`src/rtl/dma_engine.sv`:
```
`default_nettype none
// ============================================================================
//  Module      : dma_engine
//  Description : Word-wise copy engine between host memory and GPU device
//                memory. One outstanding OBI-style transaction at a time,
//                staged through a single-word holding buffer.
//  Revision    : 1.0 - initial release
// ============================================================================
module dma_engine #(
    parameter int ADDR_WIDTH = 32,
    parameter int LEN_WIDTH  = 32
) (
    input  logic                  clk,
    input  logic                  reset,
    // control interface
    input  logic [LEN_WIDTH-1:0]  ctrl_len,
    input  logic [ADDR_WIDTH-1:0] ctrl_src,
    input  logic [ADDR_WIDTH-1:0] ctrl_dst,
    input  logic                  ctrl_dir,
    input  logic                  ctrl_start,
    output logic                  ctrl_done,
    // host memory master port
    output logic                  host_req,
    input  logic                  host_gnt,
    output logic                  host_we,
    output logic [ADDR_WIDTH-1:0] host_addr,
    output logic [31:0]           host_wdata,
    output logic [3:0]            host_be,
    input  logic                  host_rvalid,
    input  logic [31:0]           host_rdata,
    // device memory master port
    output logic                  dev_req,
    input  logic                  dev_gnt,
    output logic                  dev_we,
    output logic [ADDR_WIDTH-1:0] dev_addr,
    output logic [31:0]           dev_wdata,
    output logic [3:0]            dev_be,
    input  logic                  dev_rvalid,
    input  logic [31:0]           dev_rdata
);

    typedef enum logic [2:0] {
        S_IDLE    = 3'd0,
        S_RD_REQ  = 3'd1,
        S_RD_WAIT = 3'd2,
        S_WR_REQ  = 3'd3,
        S_WR_WAIT = 3'd4
    } state_t;

    localparam logic [ADDR_WIDTH-1:0] C_ADDR_STEP = ADDR_WIDTH'(4);
    localparam logic [LEN_WIDTH-1:0]  C_WORD_ONE  = LEN_WIDTH'(1);

    state_t                state_q, state_d;
    logic [ADDR_WIDTH-1:0] src_q, src_d;
    logic [ADDR_WIDTH-1:0] dst_q, dst_d;
    logic                  dir_q, dir_d;
    logic [LEN_WIDTH-1:0]  words_q, words_d;
    logic [31:0]           buf_q, buf_d;
    logic                  done_q, done_d;

    // Byte-offset bits of the programmed values are deliberately discarded.
    logic w_unused_bits;
    assign w_unused_bits = ^{ctrl_len[1:0], ctrl_src[1:0], ctrl_dst[1:0]};

    // Source is host for dir=0, device for dir=1; destination is the other.
    logic        w_src_gnt, w_src_rvalid, w_dst_gnt, w_dst_rvalid;
    logic [31:0] w_src_rdata;
    assign w_src_gnt    = dir_q ? dev_gnt    : host_gnt;
    assign w_src_rvalid = dir_q ? dev_rvalid : host_rvalid;
    assign w_src_rdata  = dir_q ? dev_rdata  : host_rdata;
    assign w_dst_gnt    = dir_q ? host_gnt    : dev_gnt;
    assign w_dst_rvalid = dir_q ? host_rvalid : dev_rvalid;

    // State and datapath registers; reset aborts any transfer in flight.
    always_ff @(posedge clk) begin
        if (reset) begin
            state_q <= S_IDLE;
            src_q   <= '0;
            dst_q   <= '0;
            dir_q   <= 1'b0;
            words_q <= '0;
            buf_q   <= '0;
            done_q  <= 1'b0;
        end else begin
            state_q <= state_d;
            src_q   <= src_d;
            dst_q   <= dst_d;
            dir_q   <= dir_d;
            words_q <= words_d;
            buf_q   <= buf_d;
            done_q  <= done_d;
        end
    end

    // Next-state logic: read one word, write it back, advance, repeat.
    always_comb begin
        state_d = state_q;
        src_d   = src_q;
        dst_d   = dst_q;
        dir_d   = dir_q;
        words_d = words_q;
        buf_d   = buf_q;
        done_d  = done_q;
        case (state_q)
            S_IDLE: begin
                if (ctrl_start) begin
                    src_d   = {ctrl_src[ADDR_WIDTH-1:2], 2'b00};
                    dst_d   = {ctrl_dst[ADDR_WIDTH-1:2], 2'b00};
                    dir_d   = ctrl_dir;
                    words_d = {2'b00, ctrl_len[LEN_WIDTH-1:2]};
                    if (ctrl_len[LEN_WIDTH-1:2] == '0) begin
                        // Nothing to move: complete immediately.
                        done_d = 1'b1;
                    end else begin
                        done_d  = 1'b0;
                        state_d = S_RD_REQ;
                    end
                end
            end
            S_RD_REQ: begin
                if (w_src_gnt) state_d = S_RD_WAIT;
            end
            S_RD_WAIT: begin
                if (w_src_rvalid) begin
                    buf_d   = w_src_rdata;
                    state_d = S_WR_REQ;
                end
            end
            S_WR_REQ: begin
                if (w_dst_gnt) state_d = S_WR_WAIT;
            end
            S_WR_WAIT: begin
                if (w_dst_rvalid) begin
                    src_d   = src_q + C_ADDR_STEP;
                    dst_d   = dst_q + C_ADDR_STEP;
                    words_d = words_q - C_WORD_ONE;
                    if (words_q == C_WORD_ONE) begin
                        done_d  = 1'b1;
                        state_d = S_IDLE;
                    end else begin
                        state_d = S_RD_REQ;
                    end
                end
            end
            default: state_d = S_IDLE;
        endcase
    end

    // Port drive: only the port in a request phase is active, the other is 0.
    always_comb begin
        host_req   = 1'b0;
        host_we    = 1'b0;
        host_addr  = '0;
        host_wdata = '0;
        host_be    = 4'h0;
        dev_req    = 1'b0;
        dev_we     = 1'b0;
        dev_addr   = '0;
        dev_wdata  = '0;
        dev_be     = 4'h0;
        if (state_q == S_RD_REQ) begin
            if (dir_q) begin
                dev_req   = 1'b1;
                dev_addr  = src_q;
                dev_be    = 4'hF;
            end else begin
                host_req  = 1'b1;
                host_addr = src_q;
                host_be   = 4'hF;
            end
        end else if (state_q == S_WR_REQ) begin
            if (dir_q) begin
                host_req   = 1'b1;
                host_we    = 1'b1;
                host_addr  = dst_q;
                host_wdata = buf_q;
                host_be    = 4'hF;
            end else begin
                dev_req    = 1'b1;
                dev_we     = 1'b1;
                dev_addr   = dst_q;
                dev_wdata  = buf_q;
                dev_be     = 4'hF;
            end
        end
    end

    assign ctrl_done = done_q;

endmodule
`default_nettype wire

```
`config.mk`:
```
export PLATFORM = sky130hd
export DESIGN_NAME = dma_engine
export DESIGN_NICKNAME = d
export VERILOG_FILES = /design/src/rtl/dma_engine.sv
export SDC_FILE = /design/constraint.sdc
export NUM_CORES = 1
export LEC_CHECK = 0
export CAP_MARGIN = 15
export CORE_AREA = 2 2 163 165
export DETAILED_ROUTE_END_ITERATION = 10
export DIE_AREA = 0 0 165 167
export HOLD_SLACK_MARGIN = 0.05
export PLACE_DENSITY = 0.66
export SYNTH_ARGS = -nofsm -noshare
export SYNTH_HDL_FRONTEND = slang
export SYNTH_SLANG_ARGS = --single-unit
export TNS_END_PERCENT = 30
```
`constraint.sdc`:
```
create_clock -name clk -period 2.32 [get_ports clk]
set_input_delay 0.232 -clock clk [delete_from_list [all_inputs] [get_ports clk]]
set_output_delay 0.232 -clock clk [all_outputs]
set_load 0.03 [all_outputs]
```
==> out/summary.log <==
[run_status] result of the run complete, no violations
[setup_path] cell class contributing the biggest share of worst-path delay simple AND/OR/NAND/NOR gates
[min_path] Min-Delay Path Class in2reg
[die] io pins 309
[final_layout] post-layout net count 1639
[grt] grt met3 use 5.08%
[synthesis] post-synth top area cell sky130_fd_sc_hd__dfxtp_1
[synthesis] gate count of the mapped netlist 1197
[final_layout] number of fillers in the final layout 2438
[setup_path] flop-to-flop setup slack 0.04 ns
[placed_design] Port Buffers 298
[power_and_ir_drop] P per Cell Area 640 nW/um^2
[route] total routed wirelength 34500 um
[grt] busiest layer in global routing met2
[setup_path] maximum single-stage delay on the critical path 0.57 ns
[setup_path] CP cell instances or4_4, or4b_4, nor4_2, o21ai_0, a41o_1
[setup_path] r2r endpoint state_q[0]$_SDFFE_PP0P_
[final_layout] Diodes inserted 0
[die] die footprint 27600 um^2
[route] vias after detailed routing 10400
[die] Placement Rows 59
[clocking] clock tree from TritonCTS built
[setup_path] Critical Setup Path Class reg2reg
[grt] initial antenna violation count 0
[clocking] clock root cell sky130_fd_sc_hd__clkbuf_16
[route] Avg WL per Cell 19.0 um
[synthesis] predominant post-synthesis flop cell sky130_fd_sc_hd__dfxtp_1
[setup_path] critical path capture point state_q[0]$_SDFFE_PP0P_
[synthesis] biggest area contributors in the synthesized netlist sky130_fd_sc_hd__dfxtp_1, sky130_fd_sc_hd__a22o_1, sky130_fd_sc_hd__and2_1
[setup_path] critical path capture point type register
[power_and_ir_drop] Peak supply drop 0.430 mV
[synthesis] register bit total from synthesis 129
[synthesis] area share of the largest cell type after synthesis 29.1%
[grt] GR Overflow Total 0
[synthesis] EDFF count, synth 0
[die] initial standard-cell utilization of the core 34.5%
[setup_path] required time at the endpoint of the critical path 2.63 ns
[synthesis] most frequent cells after synthesis sky130_fd_sc_hd__dfxtp_1, sky130_fd_sc_hd__nor2_1, sky130_fd_sc_hd__clkbuf_1
[timing] worst-case headroom to the max-slew limit 59.5%
[setup_path] number of cell instances on the worst register-to-register path 5
[grt] met2 capacity usage during global routing 40.0%
[setup_path] Crit path arrival time 2.59 ns
[route] initial DRC count 847
[route] Vias per Instance 5.75
[grt] maximum number of pins on one net before global-route repair 69
[route] first-pass iteration count of the detailed router 5
[final_layout] post-layout utilization of the core 51.1%
[clocking] Clock Pin Slew Worst Setup and Hold Paths 0.06 ns
[route] post-route antenna net violation count 0
[clocking] buffer depth of the longest clock path 2
[setup_path] master of the slowest instance on the critical path sky130_fd_sc_hd__or4_4
[timing] setup skew after layout 0.0137 ns
[clocking] total clock sinks 129
[synthesis] number of unique standard cell types used by synthesis 70
[synthesis] Syn Area/Cell 7.42 um^2
[timing] pin slew with the least headroom to its limit 0.603 ns
[synthesis] share of synthesized flip-flops with an asynchronous set or reset 0%
[setup_path] count of cell instances traversed by the critical path 5
[setup_path] worst setup path startpoint words_q[20]$_SDFFE_PP0P_
[setup_path] crit path max fanout 4
[setup_path] Reg-to-Reg Start words_q[20]$_SDFFE_PP0P_
[timing] clock period minus worst slack 2.28 ns
[synthesis] count of synthesis-stage warnings from yosys 0
[final_layout] layout cell share with drive strength beyond 1 19.5%
[grt] All-Layer GR Usage 23.9%
[placed_design] Final GP Congestion 0.896
[final_layout] area overhead of the layout relative to synthesis 48.3%
[clocking] Worst-Skew Late Latency 0.43 ns
[timing] share of the clock period used by the worst path after layout 98.4%
[synthesis] post-synthesis instance area 8880 um^2
[clocking] number of buffers added by the clock tree synthesis step 17
[grt] wire length of the first global-routing pass 52500 um
[timing] setup TNS after final layout 0 ns
[die] Core Footprint 25800 um^2
[setup_path] startpoint type of the worst setup path register
[timing] number of failing setup endpoints in the final timing report 0
[grt] number of global-route vias before repair 9738
[synthesis] fraction of the yosys area taken by sequential cells 29.1%
[power_and_ir_drop] leakage power of the design 4.92 nW
[setup_path] number of buffer and inverter instances along the worst setup path 0
[timing] achievable frequency 438 MHz
[run] number of max-cap violations 0
[placed_design] number of placed cells counting well taps 1781
[die] Die X 165 um
[die] die extent in y 167 um
[timing] endpoints failing hold 0
[final_layout] count of non-filler cells in the finished layout 1814
[timing] number of pins exceeding their max-slew limit in the final report 0
[synthesis] most repeated cell in the gate-level netlist after synthesis sky130_fd_sc_hd__dfxtp_1
[placed_design] post-DP HPWL 24800 um
[clocking] H-Tree Level Count 4
[route] DRC Markers 0
[grt] met1 global-route usage 31.0%
==> metal layers <==
metal | vias to the layer above | wire length [um]
met5 | - | 0
met4 | 0 | 569
met3 | 39 | 3110
met2 | 489 | 16400
met1 | 4898 | 14400
li1 | 4999 | -
==> state kept, by name (all words and copies together), names as in the netlist <==
| register | cells |
|---|---|
| state_q | 3 |
| src_q | 30 |
| ctrl_done | 1 |
| dst_q | 30 |
| dir_q | 1 |
| words_q | 32 |
| buf_q | 32 |
==> how the worst min path moves through the flow <==
stage / end / cells after the start / slack (ns) / start
floorplan: dir_q$_SDFFE_PP0P_ / 2 / 0.37 / ctrl_dir
global placement: words_q[31]$_SDFFE_PP0P_ / 2 / 0.48 / words_q[31]$_SDFFE_PP0P_
detailed placement: words_q[31]$_SDFFE_PP0P_ / 2 / 0.49 / words_q[31]$_SDFFE_PP0P_
CTS: dst_q[14]$_SDFFE_PP0P_ / 2 / 0.24 / reset
global route: dst_q[11]$_SDFFE_PP0P_ / 2 / 0.31 / reset
finish: dst_q[14]$_SDFFE_PP0P_ / 2 / 0.26 / reset
==> cell families after synthesis <==
| kind of cell | after synthesis | synth area share, % |
|---|---|---|
| buf+inv | 144 | 6.62 |
| compound gates | 366 | 28.2 |
| other cells | 1 | 0.0422 |
| simple gates | 508 | 30.3 |
| fa+ha+maj | 4 | 0.564 |
| mux | 43 | 5.02 |
| flops | 129 | 29.1 |
| xor+xnor | 2 | 0.197 |
==> per-stage QoR <==
step	power [mW]	area (um^2)	hold slack, ns	setup WS [ns]
after floorplan	4.37	8890	0.368	-0.00270
after global placement	5.42	12400	0.482	-0.0392
after detailed placement	5.47	12400	0.487	-0.0609
after CTS	8.40	13100	0.244	0.00417
after global routing	8.83	13200	0.307	-0.00895
final	8.42	13200	0.264	0.0378
==> worst register-to-register path: stages (launching register included) <==
cell and delay [ns]:
sky130_fd_sc_hd__dfxtp_1 0.32, sky130_fd_sc_hd__or4_4 0.57, sky130_fd_sc_hd__or4b_4 0.57, sky130_fd_sc_hd__nor4_2 0.34
sky130_fd_sc_hd__o21ai_0 0.13, sky130_fd_sc_hd__a41o_1 0.24
==> report_power, final <==
group          internal, mW  switching, mW
logic                  1.18           1.44
registers              2.51          0.378
clock network          1.83           1.09
==> final cells by class <==
type,count,area [um^2],area share [%]
Clock buffer,19,443,3.37
Clock inverter,12,183,1.39
Inverter,15,56.3,0.428
Multi-Input combinational cell,927,5820,44.2
Sequential cell,129,2590,19.7
Tap cell,335,419,3.18
Timing Repair Buffer,377,3660,27.8
==> cell usage in the layout (no fill, tap or decap), types with 5 or more instances in the layout <==
cell	n
sky130_fd_sc_hd__a211oi_1	52
sky130_fd_sc_hd__a21o_1	10
sky130_fd_sc_hd__a21oi_1	84
sky130_fd_sc_hd__a22o_1	63
sky130_fd_sc_hd__a2bb2oi_1	5
sky130_fd_sc_hd__a31oi_1	20
sky130_fd_sc_hd__and2_1	79
sky130_fd_sc_hd__and3_1	11
sky130_fd_sc_hd__and4_1	7
sky130_fd_sc_hd__buf_12	32
sky130_fd_sc_hd__buf_4	183
sky130_fd_sc_hd__clkbuf_16	17
sky130_fd_sc_hd__clkdlybuf4s50_1	161
sky130_fd_sc_hd__dfxtp_1	125
sky130_fd_sc_hd__inv_1	15
sky130_fd_sc_hd__mux2i_1	40
sky130_fd_sc_hd__nand2_1	83
sky130_fd_sc_hd__nand2b_1	8
sky130_fd_sc_hd__nand3_1	38
sky130_fd_sc_hd__nand4_1	26
sky130_fd_sc_hd__nor2_1	115
sky130_fd_sc_hd__nor3_1	47
sky130_fd_sc_hd__nor4_1	28
sky130_fd_sc_hd__nor4_2	6
sky130_fd_sc_hd__o211ai_1	6
sky130_fd_sc_hd__o21ai_0	52
sky130_fd_sc_hd__o22ai_1	17
sky130_fd_sc_hd__o31ai_1	6
sky130_fd_sc_hd__o32ai_1	6
sky130_fd_sc_hd__or2_2	7
sky130_fd_sc_hd__or3_1	9
sky130_fd_sc_hd__or4_1	7
==> timing repair <==
item	in CTS	in global routing
buffers inserted	0	1
resized for setup	3	10
endpoints found under the setup margin	103	113
hold buffers	0	0
pin swaps	0	2
cloned	1	0
(Power assumes the default switching activity.)
